<file path="config.mk">
export PLATFORM = sky130hd
export DESIGN_NAME = regfile_alu_seq
export DESIGN_NICKNAME = d
export VERILOG_FILES = /design/src/rtl/regfile_alu_pkg.sv /design/src/rtl/regfile_alu_core.sv /design/src/rtl/regfile_alu_seq.sv
export SDC_FILE = /design/constraint.sdc
export NUM_CORES = 1
export LEC_CHECK = 0
export ABC_AREA = 1
export CORE_AREA = 2 2 100 78
export CTS_CLUSTER_DIAMETER = 30
export DETAILED_ROUTE_END_ITERATION = 16
export DIE_AREA = 0 0 102 80
export DONT_BUFFER_PORTS = 1
export PLACE_DENSITY = 0.78
export SYNTH_ARGS = -nofsm -noshare
export SYNTH_HDL_FRONTEND = slang
export SYNTH_SLANG_ARGS = --single-unit
</file>
<file path="constraint.sdc">
create_clock -name clk -period 1.84 [get_ports clk]
set_input_delay 0 -clock clk [delete_from_list [all_inputs] [get_ports clk]]
set_output_delay 0 -clock clk [all_outputs]
set_load 0.02 [all_outputs]
</file>
<file path="src/rtl/regfile_alu_pkg.sv">
// Shared types and default sizes for the register-file ALU sequencer.
package regfile_alu_pkg;

    localparam int DEF_N = 5;
    localparam int DEF_W = 8;

    typedef enum logic [2:0] {
        OP_ADD = 3'b000,
        OP_SUB = 3'b001,
        OP_AND = 3'b010,
        OP_OR  = 3'b011,
        OP_XOR = 3'b100,
        OP_SLL = 3'b101,
        OP_SRL = 3'b110,
        OP_LDI = 3'b111
    } opcode_t;

    typedef enum logic [1:0] {
        ST_IDLE = 2'b00,
        ST_READ = 2'b01,
        ST_EXEC = 2'b10,
        ST_WB   = 2'b11
    } state_t;

endpackage

</file>
<file path="src/rtl/regfile_alu_core.sv">
// Combinational ALU: computes result, zero and carry/borrow for one opcode.
module regfile_alu_core
    import regfile_alu_pkg::*;
#(
    parameter int W = DEF_W
) (
    input  opcode_t        op,
    input  logic [W-1:0]   a,
    input  logic [W-1:0]   b,
    input  logic [W-1:0]   imm,
    output logic [W-1:0]   y,
    output logic           zero,
    output logic           carry
);

    // Only the low log2(W) bits of b select the shift distance.
    localparam int SW = (W > 1) ? $clog2(W) : 1;

    logic [W:0]    sum;
    logic [W:0]    diff;
    logic [SW-1:0] shamt;

    assign sum   = {1'b0, a} + {1'b0, b};
    assign diff  = {1'b0, a} - {1'b0, b};
    assign shamt = b[SW-1:0];

    always_comb begin
        y     = '0;
        carry = 1'b0;
        case (op)
            OP_ADD: begin
                y     = sum[W-1:0];
                carry = sum[W];
            end
            OP_SUB: begin
                y     = diff[W-1:0];
                carry = diff[W];
            end
            OP_AND:  y = a & b;
            OP_OR:   y = a | b;
            OP_XOR:  y = a ^ b;
            OP_SLL:  y = a << shamt;
            OP_SRL:  y = a >> shamt;
            OP_LDI:  y = imm;
            default: y = '0;
        endcase
    end

    assign zero = (y == '0);

endmodule

</file>
<file path="src/rtl/regfile_alu_seq.sv">
// Four-state sequencer: accept instruction, read operands, execute, write back.
module regfile_alu_seq
    import regfile_alu_pkg::*;
#(
    parameter int N = DEF_N,
    parameter int W = DEF_W
) (
    input  logic         clk,
    input  logic         rst,
    input  logic         instr_valid,
    output logic         instr_ready,
    input  logic [2:0]   op,
    input  logic [N-1:0] rs1_sel,
    input  logic [N-1:0] rs2_sel,
    input  logic [N-1:0] rd_sel,
    input  logic [W-1:0] imm,
    output logic [N-1:0] addr_rs1,
    output logic [N-1:0] addr_rs2,
    input  logic [W-1:0] rs1,
    input  logic [W-1:0] rs2,
    output logic [N-1:0] addr_rd,
    output logic [W-1:0] data_in,
    output logic         we,
    output logic         done,
    output logic [W-1:0] result,
    output logic         zero,
    output logic         carry
);

    state_t         state;
    state_t         next_state;
    opcode_t        op_q;
    logic [N-1:0]   rs1_sel_q;
    logic [N-1:0]   rs2_sel_q;
    logic [N-1:0]   rd_sel_q;
    logic [W-1:0]   imm_q;
    logic [W-1:0]   a_q;
    logic [W-1:0]   b_q;
    logic [W-1:0]   alu_y;
    logic           alu_zero;
    logic           alu_carry;
    logic           accept;

    assign accept = instr_valid && instr_ready;

    always_ff @(posedge clk or negedge rst) begin
        if (!rst) begin
            state <= ST_IDLE;
        end else begin
            state <= next_state;
        end
    end

    always_ff @(posedge clk or negedge rst) begin
        if (!rst) begin
            op_q      <= OP_ADD;
            rs1_sel_q <= '0;
            rs2_sel_q <= '0;
            rd_sel_q  <= '0;
            imm_q     <= '0;
        end else if (accept) begin
            op_q      <= opcode_t'(op);
            rs1_sel_q <= rs1_sel;
            rs2_sel_q <= rs2_sel;
            rd_sel_q  <= rd_sel;
            imm_q     <= imm;
        end
    end

    // Register-file read data is combinational, so it is sampled at the end of READ.
    always_ff @(posedge clk or negedge rst) begin
        if (!rst) begin
            a_q <= '0;
            b_q <= '0;
        end else if (state == ST_READ) begin
            a_q <= rs1;
            b_q <= rs2;
        end
    end

    always_ff @(posedge clk or negedge rst) begin
        if (!rst) begin
            result <= '0;
            zero   <= 1'b0;
            carry  <= 1'b0;
        end else if (state == ST_EXEC) begin
            result <= alu_y;
            zero   <= alu_zero;
            carry  <= alu_carry;
        end
    end

    regfile_alu_core #(
        .W(W)
    ) u_core (
        .op    (op_q),
        .a     (a_q),
        .b     (b_q),
        .imm   (imm_q),
        .y     (alu_y),
        .zero  (alu_zero),
        .carry (alu_carry)
    );

    always_comb begin
        next_state  = state;
        instr_ready = 1'b0;
        addr_rs1    = '0;
        addr_rs2    = '0;
        addr_rd     = '0;
        data_in     = '0;
        we          = 1'b0;
        done        = 1'b0;
        case (state)
            ST_IDLE: begin
                instr_ready = 1'b1;
                if (instr_valid) begin
                    next_state = ST_READ;
                end
            end
            ST_READ: begin
                addr_rs1   = rs1_sel_q;
                addr_rs2   = rs2_sel_q;
                next_state = ST_EXEC;
            end
            ST_EXEC: begin
                next_state = ST_WB;
            end
            ST_WB: begin
                // Register 0 is hardwired, so its write is dropped but completion still signals.
                addr_rd    = rd_sel_q;
                data_in    = result;
                we         = (rd_sel_q != '0);
                done       = 1'b1;
                next_state = ST_IDLE;
            end
            default: next_state = ST_IDLE;
        endcase
    end

endmodule

</file>
* Word-level counts from Yosys, hierarchy flattened
Cells that the tools add are included.
** Operators by class
- Equality and inequality tests :: 11
- Bitwise gates (word level) :: 3
- Add/subtract/negate cells :: 2
- Shift-type cells :: 2
- Divide/modulo/power cells :: 0
- Muxes and demuxes :: 11
- Multiply operators :: 0
- Order comparisons :: 0
- Reduce and logical (&&, ||, !) cells :: 5
** Operators by type and width (number)
- one-hot mux 8 bit (8 select lines) :: 1
- 2-to-1 mux 5 bit :: 3
- equality test 3 bit (second input constant) :: 4
- adder 8 x 8 -> 9 bit :: 1
- subtractor 8 x 8 -> 9 bit :: 1
- bitwise AND 8 bit :: 1
- zero test 8 bit :: 1
- 2-to-1 mux 8 bit :: 1
- OR 8 bit :: 1
- one-hot mux 2 bit (4 select lines) :: 1
- << shifter 8 x 3 -> 8 bit :: 1
- >> shifter 8 x 3 -> 8 bit :: 1
- bitwise XOR 8 bit :: 1
- equality test 3 x 2 -> 1 bit (second input constant) :: 2
- nonzero test 5 bit :: 1
- equality test 2 bit (second input constant) :: 2
- equality test 3 x 1 -> 1 bit (second input constant) :: 1
- zero test 3 bit :: 1
- 2-to-1 mux 1 bit :: 3
- equality test 2 x 1 -> 1 bit (second input constant) :: 1
- zero test 2 bit :: 1
- 2-to-1 mux 2 bit :: 1
- != test 2 bit (second input constant) :: 1
- one-hot mux 1 bit (2 select lines) :: 1
- logical AND 1 bit :: 1
** Word-level totals
- Memories :: 0
- ROM bits :: 0
- Bits in latches :: 0
- Flip-flop bits (word level) :: 54
- RAM bits :: 0
- Output and inout bits :: 36

* Logic depth before layout (Yosys ltp)
Gate-level depths: netlist of the first run.
- Depth in word-level cells :: 3
- Gate-level depth with buffers :: 15
- Mapped depth without buffers :: 14

* Modules after synthesis
From an unflattened synthesis of the first run, not the netlist that was laid out.
** Second synthesis, totals
- Cells, all modules :: 654
- Area total of the unflattened synthesis :: 4332.9 um^2
** By module, submodules not included
- regfile_alu_seq :: area an instance 2441.1 um^2, sequential area each 1351.3 um^2, times used 1, cells each 290
- regfile_alu_core :: area an instance 1891.8 um^2, sequential area each 0.0 um^2, times used 1, cells each 364

* Least setup slack after synthesis of the first run
Ideal clock, no wire load.
- Kind :: register to register
- Start point :: reg b_q[1]
- End point :: reg zero
- Cell stages (with the launch flop) :: 15
- Path slack :: -111 ps
- Buffers on the path :: 2
- Data arrival time :: 1886 ps
- Library setup time :: 66 ps
- Data required time :: 1774 ps
- Cells stage by stage :: dfrtp_1 buf_2 inv_2 buf_4 fa_1 inv_1 nand3_1 nand3_1 xor2_1 nand2_1 nand2_1 nand2_1 nor2_1 nand3_1 nand2_1
** Between the ends
- Longest elaborated chain between the ends :: 3
** RTL lines
- from (decl) :: RTL line regfile_alu_seq.sv:38 : logic [W-1:0] b_q;
- from (signal assigned) :: RTL line regfile_alu_seq.sv:77 : b_q <= rs2;
- subtractor 8 x 8 -> 9 bit (tied with other cells) :: RTL line regfile_alu_core.sv:24 : assign diff = {1'b0, a} - {1'b0, b};
- one-hot mux 8 bit (8 select lines) * :: RTL line regfile_alu_core.sv:30 : case (op)
- zero test 8 bit * :: RTL line regfile_alu_core.sv:49 : assign zero = (y == '0);
- to (signal assigned) :: RTL line regfile_alu_seq.sv:88 : zero <= alu_zero;
- to (decl) :: RTL line regfile_alu_seq.sv:26 : output logic zero,
Every way passes the cells marked *; elsewhere a longest branch is shown, timed or not.
A chain may end at the register's enable or synchronous reset.

* Final worst setup path of the first run
- Start point :: reg b_q[0]
- End point :: reg carry
** Between the ends
- Longest elaborated chain between the ends :: 2
** RTL lines
- subtractor 8 x 8 -> 9 bit or adder 8 x 8 -> 9 bit (tied branches) :: RTL line regfile_alu_core.sv:24, regfile_alu_core.sv:23
- one-hot mux 1 bit (2 select lines) * :: RTL line regfile_alu_core.sv:30
- to (signal assigned) :: RTL line regfile_alu_seq.sv:89 : carry <= alu_carry;
- to (decl) :: RTL line regfile_alu_seq.sv:27 : output logic carry
Marks and branches as above.

==> metrics.cfg, run 1 <==
[route]
drcViolationCount=0
wl_per_cell_um=16.9
drt-total-wl_um=12900
first_pass_iters=5
antenna_left=0
viasPerCell=5.49
vias=4203
drt_iter0_markers=324

[floorplan]
pin_count=81
die_h_um=80
dieArea_sq_um=8160
core_sq_um=7160
core.rowCount=27
fp.dieW_um=102
start_util_pct=56.3

[logic_synthesis]
synth_top_family_by_area=simple AND/OR/NAND/NOR gates
synth.distinct_cells=31
synth-compound-area-share_pct=6.02
synth-simple-area-share_pct=32.5
synth-adder-area-share_pct=10.0
ys_seq_elements=54
syn_inst=570
synth_top_area_share_pct=33.5
ys.flop_type=dfrtp_1
synth_top_area_cell=dfrtp_1
yosysWarnings=0
synthesis.area_sq_um=4030
netlist_top_cells_area=dfrtp_1, nand2_1, ha_1
syn-num-nets=646
synthMuxAreaShare_pct=6.43
yosys.area_share.xor_xnor_pct=0.652
avgSynthCellArea_sq_um=7.07
synth_edf_count=0
ys_async_sr_fraction_pct=100
yosysSeqAreaShare_pct=33.5

[global_routing]
gr-total-overflow=0
gr-usage-all-layers_pct=33.0
grt_most_used_layer=met2
use_met3_pct=7.09
grt_use_met1_pct=47.1
first_global_vias=4077
grt_first_pass_wirelength_um=20500
gr-usage-met2_pct=52.0
grt_max_degree=55
antenna_found_initial=0

[worst_hold_path]
min_from=instr_valid
hp-class=input pin to flip-flop
worstHoldEndpoint=op_q[2]
hold_depth=3

[setup_path]
cp_top_family=simple AND/OR/NAND/NOR gates
critPathRequiredTime_ps=2060
r2r_setup_slack_ps=-170
cp.arrival_ps=2240
cp_cell_sequence=ha_4 > fa_2 > inv_2 > nand4_1 > nand3_1 > nand2_2 > nand2_1 > nand2_1 > nand3b_1 > nand2_2 > nand2_2 > nand2_1
crit_buf_inv=1
r2r_cells=12
timing.rr.end=carry
crit_type=flip-flop to flip-flop
critPathSlowestCell=dfrtp_2
start_kind=flip-flop
cp-end-kind=flip-flop
timing.rr.start=b_q[0]
max_stage_delay_ps=480
cp_max_fo=4

[finish]
fin_area_sq_um=5280
final_cell_count_no_fill=766
final_common_cell=nand2_1
nFillCells=591
layout-drive-gt1-share_pct=21.2
num-nets-final=740
diodes=0
final_cell_mix=nand2_1, inv_1, nand3_1, buf_4, dfrtp_1
area.growth.synth_to_final_pct=31.1

[cts]
cts.sinks=54
max-clock-path-buffers=2
clockRootBuffer=clkbuf_8
clkTransAtPathRegs_ps=120
clock_latency_ps=330
tritoncts.num_buffers=5
htree_levels=2
cts_tree=built

[pwr]
p_leak_nw=2.78
irDropWorstVdd_mv=1.34
power_density_nw_per_um2=2040

[run_status]
outcome=complete, but fails checks
failed_checks=setup timing

[placement]
io_buffers=0
post-dp-hpwl_um=9310
placed_cells=709
gp_congestion=0.989
placed_cell_area_sq_um=4500
place_ws_ps=-202

[timing]
grt_setup_unrepaired=true
timing.final.crit_share_pct=109
clock.fmax_ghz=0.497
layout_min_cycle_time_ps=2010
fin_worst_skew_ps=14.6
maxSlewViolCount=0
tns_ps=-560
final-hold-violation-count=0
tightest_slew_ps=437
setup_violations=5
max-slew-margin-rel_pct=70.8
setup_slack_ps=-173

[job]
maxCapViolCount=0

## final cells by class
cell class | count | area, sq um | share of cell area, %
Timing Repair Buffer | 106 | 946 | 17.9
Clock inverter | 3 | 48.8 | 0.924
Clock buffer | 5 | 68.8 | 1.30
Tap cell | 101 | 126 | 2.39
Sequential cell | 54 | 1350 | 25.6
Inverter | 89 | 337 | 6.37
Multi-Input combinational cell | 408 | 2400 | 45.5
## worst register-to-register path: cells and delay by family (launching register included)
family        cells  cell delay (ps)
fa+ha+maj         2              600
buf+inv           1               70
flops             1              480
simple gates      9              760
## flip-flops by register name, summed over array words and instances (netlist names)
name and count:
a_q 8, b_q 8, imm_q 8, result 8, rd_sel_q 5, rs1_sel_q 5, rs2_sel_q 5, op_q 3
state 2, carry 1, zero 1
## cells by family after synthesis
kind of cell / after synthesis
and+or+nand+nor: 303
adders and majority gates: 31
buffers and inverters: 108
DFF: 54
muxes: 23
xor gates and xnor gates: 3
AOI/OAI and AO/OA: 48
## repair_timing
action                     4_1_cts  5_1_grt
hold buffers                    45        0
gates resized for setup         14       29
setup endpoints to repair        7       10
hold endpoints to repair        98        0
setup buffers                    2        2
pin swaps                        6       13
## synthesized netlist by cell type (7+ instances only)
cell      number
nand2_1      172
nand4_1       10
o21ai_0       30
buf_2          7
inv_1         83
dfrtp_1       54
ha_1          29
nor2_1        38
nand3_1       69
a21oi_1       15
mux2_2        23
clkbuf_1       7
## report_power, final
part           switching, mW  internal [mW]
Combinational           4.54           3.07
Sequential             0.529           1.77
Clock                  0.469          0.416
Total                   5.54           5.26
## how the worst max path moves through the flow
stage | startpoint | end | slack (ps) | cells past startpoint
2_1_floorplan | b_q[1] | zero | 30 | 15
3_3_place_gp | a_q[0] | zero | -160 | 13
3_5_place_dp | b_q[0] | carry | -200 | 12
4_1_cts | b_q[0] | zero | -120 | 11
5_1_grt | b_q[0] | carry | -320 | 12
6_report | b_q[0] | carry | -170 | 12
## routing by layer
metal	share of wire [%]	routed length, um
met5	0	0
met4	1.2	156
met3	8.1	1050
met2	46	5910
met1	45	5830
## metrics by stage
| step | total power, mW | util, % | hold WS, ps |
|---|---|---|---|
| floorplan | 6.61 | - | -296 |
| global placement | 8.87 | 62.8 | -295 |
| detailed placement | 8.98 | 62.8 | -295 |
| CTS | 10.1 | 71.8 | 76.9 |
| global route | 11.7 | 73.8 | 97.0 |
| finish | 10.8 | 73.8 | 86.6 |
No activity file was read; power rests on OpenSTA's default activity.
==> run 2: changes to the inputs <==
- SKIP_CTS_REPAIR_TIMING: unset -> 1
==> run 2 against run 1 <==
Compared with the run above:
- the flow still finishes with violations (setup timing)
- global-route usage is 2.8 points lower
- via count is 1.0% lower
- sequential cell count stayed put
- non-clock buffer count stayed put
==> metrics.cfg, run 2 (same netlist as run 1, synthesis figures left out) <==
[run_status]
outcome=complete, but fails checks  ; unchanged
failed_checks=setup timing  ; unchanged

[floorplan]
die_h_um=80  ; unchanged
core.rowCount=27  ; unchanged
start_util_pct=56.3  ; unchanged
pin_count=81  ; unchanged
core_sq_um=7160  ; unchanged
dieArea_sq_um=8160  ; unchanged
fp.dieW_um=102  ; unchanged

[placement]
io_buffers=0  ; unchanged
placed_cell_area_sq_um=4500  ; unchanged
gp_congestion=0.989  ; unchanged
place_ws_ps=-202  ; unchanged
post-dp-hpwl_um=9310  ; unchanged

[global_routing]
grt_first_pass_wirelength_um=18800  ; was 20500 um
gr-total-overflow=0  ; unchanged
first_global_vias=3698  ; was 4077
antenna_found_initial=0  ; unchanged
gr-usage-all-layers_pct=30.2  ; was 33.0%
grt_max_degree=55  ; unchanged

[route]
wl_met2_um=5890  ; was 5910 um
vias=4160  ; was 4203
drt-total-wl_um=12800  ; was 12900 um
drt_iter0_markers=332  ; was 324
routed-wl-met3_um=1020  ; was 1050 um
wl_met1_um=5750  ; was 5830 um
wl_per_cell_um=16.7  ; was 16.9 um
antenna_left=0  ; unchanged
viasPerCell=5.43  ; was 5.49
first_pass_iters=5  ; unchanged
drcViolationCount=0  ; unchanged
highest_layer=met4  ; unchanged

[setup_path]
critPathSlowestCell=dfrtp_1  ; was dfrtp_2
r2r_setup_slack_ps=-190  ; was -170 ps
max_stage_delay_ps=420  ; was 480 ps
timing.rr.end=zero  ; was carry
cp.arrival_ps=2300  ; was 2240 ps
crit_buf_inv=3  ; was 1
cp_top_family=simple AND/OR/NAND/NOR gates  ; unchanged
crit_type=flip-flop to flip-flop  ; unchanged
critPathRequiredTime_ps=2110  ; was 2060 ps
cp_max_fo=3  ; was 4
cp_cell_sequence=buf_6 > ha_4 > inv_2 > fa_2 > inv_2 > nand4_1 > nand3_1 > nand2_2 > nand3_2 > nand3_2 > nor2_2 > nand3_1 > nand2_1  ; was ha_4 > fa_2 > inv_2 > nand4_1 > nand3_1 > nand2_2 > nand2_1 > nand2_1 > nand3b_1 > nand2_2 > nand2_2 > nand2_1
cp-end-kind=flip-flop  ; unchanged
r2r_cells=13  ; was 12
timing.rr.start=a_q[0]  ; was b_q[0]
start_kind=flip-flop  ; unchanged

[pwr]
power_density_nw_per_um2=2040  ; about the same
p_total_mw=10.8  ; about the same
irDropWorstVdd_mv=1.37  ; was 1.34 mV
p_leak_nw=2.80  ; was 2.78 nW

[finish]
area.growth.synth_to_final_pct=31.6  ; was 31.1%
final_common_cell=nand2_1  ; unchanged
diodes=0  ; unchanged
final_cell_mix=nand2_1, inv_1, nand3_1, buf_4, dfrtp_1  ; unchanged
num-nets-final=740  ; unchanged
layout-drive-gt1-share_pct=22.4  ; was 21.2%
fin_area_sq_um=5300  ; was 5280 sq um
nFillCells=592  ; was 591

[timing]
max-slew-margin-rel_pct=68.7  ; was 70.8%
grt_setup_unrepaired=true  ; unchanged
tns_ps=-550  ; was -560 ps
maxSlewViolCount=0  ; unchanged
setup_violations=4  ; was 5
fin_worst_skew_ps=11.4  ; was 14.6 ps
whs_ps=100  ; was 86.6 ps
tightest_slew_ps=467  ; was 437 ps
layout_min_cycle_time_ps=2030  ; was 2010 ps
final-hold-violation-count=0  ; unchanged
setup_slack_ps=-191  ; was -173 ps
timing.final.crit_share_pct=110  ; was 109%
clock.fmax_ghz=0.492  ; was 0.497 GHz

[cts]
clock_latency_ps=320  ; was 330 ps
htree_levels=2  ; unchanged
max-clock-path-buffers=2  ; unchanged
clkTransAtPathRegs_ps=120  ; about the same
clockRootBuffer=clkbuf_8  ; unchanged
cts.sinks=54  ; unchanged
tritoncts.num_buffers=5  ; unchanged
cts_tree=built  ; unchanged

[worst_hold_path]
hp-class=input pin to flip-flop  ; unchanged
hold_depth=3  ; unchanged
min_from=instr_valid  ; unchanged
worstHoldEndpoint=op_q[2]  ; unchanged

[job]
maxCapViolCount=0  ; unchanged

==> run 2: cell counts in the layout (fill, tap and decap cells not counted) <==
No cell type changed its count.
==> run 2: final cells by class <==
class	count	area [sq um]	area share, %
inverters	89	337	6.35
flip-flops and latches	54	1350	25.5
well taps	101	126	2.38
clock inverters	3	48.8	0.920
multi-input cells	408	2420	45.7
repair buffers	106	946	17.8
clock buffers	5	68.8	1.30
==> run 2: worst min-delay path, stage by stage <==
cell     delay [ps]
nand2_1          80
buf_12          190
a21oi_1         100
==> run 2: report_power, final <==
| part | total [mW] | switching [mW] | internal (mW) |
|---|---|---|---|
| combinational | 7.63 | 4.58 | 3.05 |
| clock | 0.875 | 0.459 | 0.416 |
| sequential | 2.31 | 0.534 | 1.78 |
==> run 2: how the worst max path moves through the flow <==
stage	from	to	slack, ps	depth (start not counted)
2_1_floorplan	b_q[1]	zero	30	15
3_3_place_gp	a_q[0]	zero	-160	13
3_5_place_dp	b_q[0]	carry	-200	12
4_1_cts	b_q[0]	zero	-230	11
5_1_grt	a_q[0]	zero	-330	13
6_report	a_q[0]	zero	-190	13
==> run 2: layer usage <==
metal  up-vias  track usage [%]
met5         -                0
met4         0             4.93
met3        21             5.17
met2       189             44.7
met1      1960             46.6
li1       1990                -
==> run 2: through the flow <==
stage / cells / utilization [%]
6_report: 766 / 74.0
5_1_grt: 766 / 74.0
4_1_cts: 717 / 64.4
3_5_place_dp: 709 / 62.8
3_3_place_gp: 709 / 62.8
2_1_floorplan: 570 / -
==> run 3: changes to the inputs <==
- CORE_AREA: 2 2 100 78 -> 2 2 102 80
- DIE_AREA: 0 0 102 80 -> 0 0 104 82
- PLACE_DENSITY: 0.78 -> 0.79
- SYNTH_HIERARCHICAL: unset -> 1
==> run 3 against run 2 <==
Compared with the run above:
- the flow still finishes with violations (setup timing)
- via count is 12% higher
- critical path depth is 1 higher
- die area is 4.5% higher
- largest cell class unchanged
- clock power is 14% lower
- clock skew is 3.1 ps lower
- total power is 8.4% higher
==> metrics.cfg, run 3 <==
[pwr]
irDropWorstVdd_mv=1.02  ; was 1.37 mV
power_frac_seq_pct=19.7  ; was 21.4%
comb_power_share_pct=73.9  ; was 70.6%
netSwitchingFraction_pct=51.9  ; was 51.6%
power_switching_mw=6.09  ; was 5.58 mW
intPower_mw=5.64  ; was 5.24 mW
p_total_mw=11.7  ; was 10.8 mW
p_clk_share_pct=6.4  ; was 8.1%
power_density_nw_per_um2=2070  ; was 2040 nW/um^2
p_leak_nw=3.07  ; was 2.80 nW

[logic_synthesis]
synth_top_area_share_pct=31.2  ; was 33.5%
avgSynthCellArea_sq_um=6.63  ; was 7.07 sq um
ys_async_sr_fraction_pct=100  ; unchanged
yosysMostFrequentCell=nand2_1  ; unchanged
yosysWarnings=6  ; was 0
synthTopCellsByCount=nand2_1, inv_1, nand3_1  ; unchanged
synthesis.area_sq_um=4330  ; was 4030 sq um
netlist_top_cells_area=dfrtp_1, nand2_1, nand3_1  ; was dfrtp_1, nand2_1, ha_1
synth_top_area_cell=dfrtp_1  ; unchanged
ys_seq_elements=54  ; unchanged
yosysSeqAreaShare_pct=31.2  ; was 33.5%
syn_inst=654  ; was 570
synth_edf_count=0  ; unchanged
ys.flop_type=dfrtp_1  ; unchanged
syn-num-nets=731  ; was 646
synth.distinct_cells=31  ; unchanged

[global_routing]
gr-usage-all-layers_pct=30.0  ; was 30.2%
grt_first_pass_wirelength_um=19800  ; was 18800 um
grt_max_degree=55  ; unchanged
first_global_vias=3860  ; was 3698
gr-total-overflow=0  ; unchanged
antenna_found_initial=0  ; unchanged

[finish]
nFillCells=596  ; was 592
layout.area.seq_sq_um=1350  ; unchanged
multi_input_area_sq_um=2510  ; was 2420 sq um
layout-drive-gt1-share_pct=19.3  ; was 22.4%
diodes=0  ; unchanged
area.growth.synth_to_final_pct=30.5  ; was 31.6%
fin_area_sq_um=5660  ; was 5300 sq um
final_common_cell=nand2_1  ; unchanged
final_cell_mix=nand2_1, inv_1, nand3_1, buf_4, dfrtp_1  ; unchanged
num-nets-final=836  ; was 740

[route]
wl_per_cell_um=16.9  ; was 16.7 um
drt_iter0_markers=569  ; was 332
vias=4673  ; was 4160
drt-total-wl_um=14600  ; was 12800 um
antenna_left=0  ; unchanged
viasPerCell=5.40  ; was 5.43
drcViolationCount=0  ; unchanged
first_pass_iters=6  ; was 5

[setup_path]
cp_cell_sequence=buf_4 > inv_2 > buf_4 > nand2_1 > nand3_1 > nand3_1 > nand2_1 > inv_1 > nand3_1 > nor2_1 > nand3_1 > nor2_1 > nand2_1 > o21ai_1  ; was buf_6 > ha_4 > inv_2 > fa_2 > inv_2 > nand4_1 > nand3_1 > nand2_2 > nand3_2 > nand3_2 > nor2_2 > nand3_1 > nand2_1
start_kind=flip-flop  ; unchanged
cp.arrival_ps=2280  ; was 2300 ps
critPathSlowestCell=dfrtp_2  ; was dfrtp_1
max_stage_delay_ps=440  ; was 420 ps
crit_type=flip-flop to flip-flop  ; unchanged
cp_max_fo=10  ; was 3
cpMostUsedCell=nand3_1
critPathRequiredTime_ps=2100  ; was 2110 ps
cp-end-kind=flip-flop  ; unchanged

[timing]
clock.fmax_ghz=0.494  ; was 0.492 GHz
max-slew-margin-rel_pct=28.7  ; was 68.7%
whs_ps=217  ; was 100 ps
tightest_slew_ps=1070  ; was 467 ps
setup_violations=10  ; was 4
maxSlewViolCount=0  ; unchanged
setup_slack_ps=-184  ; was -191 ps
timing.final.crit_share_pct=110  ; about the same
layout_min_cycle_time_ps=2020  ; was 2030 ps
grt_setup_unrepaired=true  ; unchanged
fin_worst_skew_ps=8.30  ; was 11.4 ps
final-hold-violation-count=0  ; unchanged

[floorplan]
start_util_pct=57.3  ; was 56.3%
fp.dieW_um=104  ; was 102 um
dieArea_sq_um=8530  ; was 8160 sq um
die_h_um=82  ; was 80 um
core.rowCount=28  ; was 27
core_sq_um=7570  ; was 7160 sq um
pin_count=81  ; unchanged

[cts]
htree_levels=2  ; unchanged
cts_tree=built  ; unchanged
max-clock-path-buffers=2  ; unchanged
cts.sinks=54  ; unchanged
tritoncts.num_buffers=5  ; unchanged
clockRootBuffer=clkbuf_8  ; unchanged
clock_latency_ps=320  ; about the same
clkTransAtPathRegs_ps=120  ; about the same

[placement]
gp_congestion=1.03  ; was 0.989
io_buffers=0  ; unchanged
placed_cell_area_sq_um=4890  ; was 4500 sq um
place_ws_ps=-191  ; was -202 ps
post-dp-hpwl_um=10300  ; was 9310 um

[job]
maxCapViolCount=0  ; unchanged

[run_status]
outcome=complete, but fails checks  ; unchanged
failed_checks=setup timing  ; unchanged

[worst_hold_path]
hp-class=input pin to async pin  ; was input pin to flip-flop

-- run 3: cell count changes after synthesis, moves of 3 or more --
cell and change:
nand3_1 +26, inv_1 +25, nand2_1 +24, mux2_2 -23, buf_6 +11, nor2_1 +11, clkbuf_1 -7, o21ai_0 +6
nand2_2 +4, buf_2 +3
-- run 3: metrics by stage --
stage                     util [%]  TNS [ps]  instances
after floorplan                  -      -118        654
after global placement        64.6      -603        807
after detailed placement      64.6     -1070        807
after CTS                     65.9     -1240        815
after global routing          74.7     -2330        865
final                         74.7     -1050        865
-- run 3: worst paths after layout --
| kind | startpoint | end | slack [ps] | cells after the start |
|---|---|---|---|---|
| hold / removal | rst | a_q[0] | 220 | 2 |
| hold reg to reg | rs2_sel_q[2] | rs2_sel_q[2] | 490 | 2 |
| min in group clk | rs1[5] | a_q[5] | 340 | 3 |
| setup / recovery | b_q[0] | zero | -180 | 14 |
| setup reg to reg | b_q[0] | zero | -180 | 14 |
| max in group asynchronous | rst | imm_q[4] | 1350 | 2 |
-- run 3: kinds of logic (layout without fill, tap and decap cells) --
kind of cell / count (synthesis) / count (layout) / synth area share [%]
buffers and inverters: 141 / 247 / 15.0
adders and majority gates: 32 / 32 / 9.59
xor gates and xnor gates: 3 / 3 / 0.607
DFF: 54 / 54 / 31.2
and+or+nand+nor: 367 / 367 / 36.8
AOI/OAI and AO/OA: 57 / 57 / 6.81
-- run 3: worst max-delay path: cells and delay by family, from the launching register on --
kind / cells / cell delay (ps)
simple gates: 9 / 890
buf+inv: 4 / 530
flops: 1 / 440
compound gates: 1 / 90
-- run 3: power by group through the flow --
| stage | clock (mW) | sequential, mW | combinational [mW] |
|---|---|---|---|
| 5_1_grt | 0.822 | 2.38 | 9.44 |
| 3_3_place_gp | 0 | 2.27 | 7.46 |
| 2_1_floorplan | 0 | 2.28 | 4.79 |
| 3_5_place_dp | 0 | 2.30 | 7.64 |
| 4_1_cts | 0.756 | 2.27 | 7.68 |
| 6_report | 0.752 | 2.31 | 8.67 |
-- run 3: layout make-up --
| type | instances | area share [%] |
|---|---|---|
| inverter | 113 | 7.59 |
| clock inverter | 3 | 0.509 |
| clock buffer | 5 | 1.22 |
| sequential | 54 | 23.9 |
| timing repair buffer | 126 | 20.0 |
| multi-input combinational | 459 | 44.4 |
| tap | 105 | 2.32 |
-- run 3: per-layer routing --
layer | vias to the layer above | wire (um) | track usage (%)
met5 | - | 0 | 0
met4 | 0 | 266 | 6.35
met3 | 29 | 1420 | 7.78
met2 | 275 | 6720 | 46.1
met1 | 2124 | 6210 | 43.0
li1 | 2245 | - | -
